<file path="config.mk">
export PLATFORM = sky130hd
export DESIGN_NAME = jtcontra_sndcmd
export DESIGN_NICKNAME = d
export VERILOG_FILES = /design/src/rtl/jtcontra_snd_defs.sv /design/src/rtl/jtcontra_sndcmd_fifo.sv /design/src/rtl/jtcontra_sndcmd.sv
export SDC_FILE = /design/constraint.sdc
export NUM_CORES = 1
export LEC_CHECK = 0
export BUFFER_PORTS_ARGS = -buffer_cell sky130_fd_sc_hd__buf_2
export CORE_MARGIN = 5
export CORE_UTILIZATION = 30
export CTS_CLUSTER_SIZE = 40
export DETAILED_ROUTE_END_ITERATION = 10
export PLACE_DENSITY = 0.52
export SLEW_MARGIN = 20
export SYNTH_ARGS = -nofsm -noshare
export SYNTH_HDL_FRONTEND = slang
export SYNTH_SLANG_ARGS = --single-unit
</file>
<file path="constraint.sdc">
create_clock -name clk -period 1.9 [get_ports clk]
set_input_delay 0.19 -clock clk [delete_from_list [all_inputs] [get_ports clk]]
set_output_delay 0.19 -clock clk [all_outputs]
set_load 0.005 [all_outputs]
</file>
<file path="src/rtl/jtcontra_snd_defs.sv">
// Shared constants for the main-to-sound command mailbox.
package jtcontra_snd_defs;

  localparam int SNDCMD_IRQ_PULSE = 0;
  localparam int SNDCMD_IRQ_LEVEL = 1;

endpackage

</file>
<file path="src/rtl/jtcontra_sndcmd_fifo.sv">
// Command FIFO with registered head output that holds the last popped value once drained.
module jtcontra_sndcmd_fifo #(
  parameter int DW = 8,
  parameter int AW = 2
) (
  input  logic          clk,
  input  logic          rst_n,
  input  logic          push,
  input  logic          pop,
  input  logic [DW-1:0] din,
  output logic [DW-1:0] dout,
  output logic [AW:0]   cnt,
  output logic          full,
  output logic          empty
);

  localparam int DEPTH = 1 << AW;
  localparam logic [AW:0] FULL_CNT = (AW+1)'(DEPTH);
  localparam logic [AW:0] ONE_CNT  = (AW+1)'(1);

  logic [DW-1:0] mem [DEPTH];
  logic [AW-1:0] wr_ptr, rd_ptr, rd_nxt;
  logic          do_push, do_pop;

  assign full    = cnt == FULL_CNT;
  assign empty   = cnt == '0;
  assign rd_nxt  = rd_ptr + 1'b1;
  assign do_pop  = pop & ~empty;
  // a pop in the same cycle frees the slot a push into a full FIFO needs
  assign do_push = push & (~full | do_pop);

  always_ff @(posedge clk) begin
    if (do_push) mem[wr_ptr] <= din;
  end

  always_ff @(posedge clk or negedge rst_n) begin
    if (!rst_n) begin
      wr_ptr <= '0;
      rd_ptr <= '0;
      cnt    <= '0;
      dout   <= '0;
    end else begin
      if (do_push) wr_ptr <= wr_ptr + 1'b1;
      if (do_pop)  rd_ptr <= rd_nxt;
      case ({do_push, do_pop})
        2'b10:   cnt <= cnt + 1'b1;
        2'b01:   cnt <= cnt - 1'b1;
        default: cnt <= cnt;
      endcase
      // the entry being written is not yet in mem, so bypass it when it becomes head
      if (do_pop) begin
        if (cnt > ONE_CNT)   dout <= mem[rd_nxt];
        else if (do_push)    dout <= din;
      end else if (do_push && empty) begin
        dout <= din;
      end
    end
  end

endmodule

</file>
<file path="src/rtl/jtcontra_sndcmd.sv">
// Main-to-sound command mailbox: edge-detected selects, command FIFO, IRQ, overflow flag, reply latch.
module jtcontra_sndcmd
  import jtcontra_snd_defs::*;
#(
  parameter int DW       = 8,
  parameter int AW       = 2,
  parameter int IRQ_MODE = 0
) (
  input  logic          clk,
  input  logic          rst_n,
  input  logic          main_wr,
  input  logic [DW-1:0] main_din,
  input  logic          main_rd,
  output logic [DW-1:0] main_reply,
  output logic          main_reply_ok,
  output logic          main_full,
  output logic          ovf,
  input  logic          ovf_clr,
  input  logic          snd_rd,
  output logic [DW-1:0] snd_dout,
  output logic          snd_empty,
  output logic [AW:0]   snd_cnt,
  input  logic          snd_wr,
  input  logic [DW-1:0] snd_din,
  input  logic          irq_ack,
  output logic          snd_irq_n
);

  logic main_wr_q, main_rd_q, snd_rd_q, snd_wr_q, irq_ack_q;
  logic push, pop, rep_wr, rep_rd, ack;
  logic pop_ok, push_ok, push_drop;
  logic irq_pend;

  assign push   = main_wr & ~main_wr_q;
  assign pop    = ~snd_rd & snd_rd_q;
  assign rep_wr = snd_wr & ~snd_wr_q;
  assign rep_rd = ~main_rd & main_rd_q;
  assign ack    = irq_ack & ~irq_ack_q;

  assign pop_ok    = pop & ~snd_empty;
  assign push_ok   = push & (~main_full | pop_ok);
  assign push_drop = push & ~push_ok;

  jtcontra_sndcmd_fifo #(.DW(DW), .AW(AW)) u_fifo (
    .clk   (clk),
    .rst_n (rst_n),
    .push  (push),
    .pop   (pop),
    .din   (main_din),
    .dout  (snd_dout),
    .cnt   (snd_cnt),
    .full  (main_full),
    .empty (snd_empty)
  );

  always_ff @(posedge clk or negedge rst_n) begin
    if (!rst_n) begin
      main_wr_q     <= 1'b0;
      main_rd_q     <= 1'b0;
      snd_rd_q      <= 1'b0;
      snd_wr_q      <= 1'b0;
      irq_ack_q     <= 1'b0;
      irq_pend      <= 1'b0;
      ovf           <= 1'b0;
      main_reply    <= '0;
      main_reply_ok <= 1'b0;
    end else begin
      main_wr_q <= main_wr;
      main_rd_q <= main_rd;
      snd_rd_q  <= snd_rd;
      snd_wr_q  <= snd_wr;
      irq_ack_q <= irq_ack;
      if (push_ok)  irq_pend <= 1'b1;
      else if (ack) irq_pend <= 1'b0;
      if (push_drop)    ovf <= 1'b1;
      else if (ovf_clr) ovf <= 1'b0;
      // a fresh reply wins over a read finishing in the same cycle
      if (rep_wr) begin
        main_reply    <= snd_din;
        main_reply_ok <= 1'b1;
      end else if (rep_rd) begin
        main_reply_ok <= 1'b0;
      end
    end
  end

  assign snd_irq_n = (IRQ_MODE == SNDCMD_IRQ_LEVEL) ? snd_empty : ~irq_pend;

endmodule

</file>
==> metrics.cfg <==
[placed_design]
dpl-instance-area_um2=3060
dp_cells=326
gp_congestion=0.703
post-dp-hpwl_um=3380
io_buffers=47

[floorplan]
die_h_um=104
fp.coreArea_um2=8640
row_count=34
die_w_um=104
die_area_um2=10700
initial_core_util=0.304
io_pins=48

[synthesis]
yosysSeqAreaShare=0.662
synthSimpleGateAreaFrac=0.0629
syn_area_um2=2620
yosysTopAreaCellShare=0.366
synth_xor_area_frac=0.0167
syn_inst=163
synthArstFlopShare=0.492
ys_seq_elements=63
synth_area_leaders=edfxtp_1 (37%), dfrtp_1 (30%), mux4_2 (6.9%), ha_1 (3.8%), mux2_2 (3.4%)
synth_area_leader_cell=edfxtp_1
synth.avg_cell_area_um2=16.1
ys.flop_type=edfxtp_1
syn_nets=195
synth_fa_ha_area_frac=0.0381
synth-compound-area-share=0.0615
synth_edf_count=32
synth_commonest_cells=edfxtp_1 (32), dfrtp_1 (31), nand2_1 (10)
yosysUniqueCellTypes=35
synth_mux_area_frac=0.134
synth_most_common_cell=edfxtp_1
synth_top_family_by_area=multiplexers
ys_warn_count=0

[layout]
multi_input_area_um2=821
final_cells=348
area_growth_pct=26.8
fin_area_um2=3330
nFillCells=829
drive_gt1_frac=0.417
nets=267
antenna_cells=0
regArea_um2=1740

[setup_path]
cp_top_family=compound AO/OA/AOI/OAI gates
cp-start-kind=flop
slowest_delay_ns=0.38
path_buf_inv=2
cp_max_fo=8
critPathRequiredTime_ns=2.11
r2r_slack_ns=0.18
crit_type=reg -> reg
crit_arrival_ns=1.93
endpoint_kind=flop
crit_chain=inv_1, ha_1, nor2b_1, buf_4, o21ai_4, mux2i_1, o21ai_2
slowest_stage=o21ai_4

[pwr]
power.total_uw=4370
power_leakage_uw=0.00142
peakVddDrop_mv=0.384
powerDensity_nw_per_um2=1310

[timing]
finClkSkew_ns=0.00966
rsz0062_at_grt=false
worst_pin_slew_ns=0.736
finalHoldViolations=0
tns_ns=0
final_max_slew_viol_count=0
setup_viol=0
min_period_ns=1.72
relSlewSlack=0.509
fmax_mhz=583
fin_crit_sh=0.903

[clock_network]
clk_path_buf_depth=2
cts_tree=done
numCtsBuffers=9
clock_sinks=63
insertion_delay_ns=0.33
clk_pin_slew_ns=0.07
cts_resized=0
htree_levels=3
cts_root_buf=clkbuf_8

[global_routing]
grt_max_degree=32
grt_pass1_vias=1639
track_usage=0.0986
overflow=0
grt_first_pass_wirelength_um=8340
antenna_found_initial=0

[routing]
vias=1505
drt_pre_antenna_iters=4
drc_errors=0
drt-total-wl_um=4910
drt-initial-drc-count=29
wl_per_cell_um=14.1
vias_per_cell=4.32
ant_nets=0

[outcome]
status=complete, no violations

[run]
maxCapViolations=0

[worst_hold_path]
hp-class=in -> reg

==> cells in the final DEF, fill, tap and decap left out <==
| master | n |
|---|---|
| nor2b_1 | 2 |
| o21bai_1 | 1 |
| nand3_1 | 1 |
| nor3_1 | 1 |
| a21o_1 | 2 |
| bufinv_16 | 2 |
| o21ai_2 | 3 |
| and2_1 | 6 |
| buf_4 | 14 |
| nand2_1 | 10 |
| mux2_2 | 8 |
| nand2b_1 | 2 |
| dlygate4sd3_1 | 6 |
| o21ai_1 | 5 |
| clkbuf_1 | 2 |
| nor2b_2 | 1 |
| a31oi_1 | 1 |
| a21oi_1 | 2 |
| nor4b_1 | 1 |
| clkbuf_8 | 9 |
| dfrtp_1 | 31 |
| and2b_1 | 1 |
| o21ai_0 | 3 |
| mux4_2 | 8 |
| edfxtp_1 | 32 |
| mux2i_1 | 8 |
| buf_2 | 47 |
| ha_1 | 8 |
| o32ai_1 | 1 |
| nand2b_4 | 1 |
| clkinv_2 | 3 |
| a211oi_4 | 1 |
| o21ai_4 | 1 |
| nor2_1 | 2 |
| nand2b_2 | 1 |
| xnor2_1 | 5 |
| a21boi_2 | 1 |
| inv_1 | 7 |
==> repair_timing <==
item / 4_1_cts / 5_1_grt
buffers inserted: 0 / 0
endpoints found under the hold margin: 36 / 0
hold buffers: 6 / 0
==> sequential cells by signal (all words and copies together), names as in the netlist <==
name,count
u_fifo.mem,32
main_reply,8
u_fifo.dout,8
u_fifo.cnt,3
u_fifo.rd_ptr,2
u_fifo.wr_ptr,2
irq_ack_q,1
irq_pend,1
main_rd_q,1
main_reply_ok,1
main_wr_q,1
ovf,1
snd_rd_q,1
snd_wr_q,1
==> final cells by class <==
class,count,area share
clock buffer,11,0.0395
inverter,7,0.00790
tap,108,0.0406
timing repair buffer,67,0.120
clock inverter,5,0.0226
sequential,63,0.522
multi-input combinational,87,0.247
==> where the power goes <==
group          total, uW  internal, uW  leakage, uW  switching [uW]
Clock               1230           733     0.000107             501
Sequential          1890          1720     0.000660             172
Combinational       1240           671     0.000655             573
Total               4370          3120      0.00142            1250
==> worst reg2reg max path, stage by stage (launching register included) <==
cell and delay (ns):
dfrtp_1 0.35, inv_1 0.07, ha_1 0.18, nor2b_1 0.12
buf_4 0.17, o21ai_4 0.38, mux2i_1 0.27, o21ai_2 0.06
==> cells by family (layout without fill, tap and decap cells) <==
logic type               count (synthesis)  after routing
flip-flops                              63             63
AND/OR/NAND/NOR                         29             29
multiplexers                            24             24
AO/OA/AOI/OAI                           21             21
buffers and inverters                   13             90
adder cells (fa/ha/maj)                  8              8
XOR/XNOR                                 5              5
==> through the flow <==
stage	hold WS (ns)	utilization	worst slack [ns]
after floorplan	-0.106	-	0.114
after global placement	0.308	0.354	0.217
after detailed placement	0.311	0.354	0.174
after CTS	0.0359	0.385	0.165
after global routing	0.0243	0.385	0.0560
final	0.0481	0.385	0.185
==> per-layer routing <==
layer	vias to the layer above	GRT usage	wire length (um)	share of wire
met3	2	0.0423	266	0.054
met2	38	0.151	2370	0.48
li1	730	-	-	-
met5	-	0	0	0
met1	735	0.125	2250	0.46
met4	0	0.0337	14	0.0029
==> final timing paths <==
check	startpoint	endpoint	cells past startpoint
worst max-delay path	u_fifo.cnt[1]	u_fifo.dout[6]	7
worst min-delay path	ovf_clr	ovf	2
worst max register to register	u_fifo.cnt[1]	u_fifo.dout[6]	7
worst min register to register	main_reply_ok	main_reply_ok	1
max in group asynchronous	rst_n	u_fifo.dout[6]	2
min in group asynchronous	rst_n	u_fifo.cnt[2]	2
(Power assumes the default switching activity.)
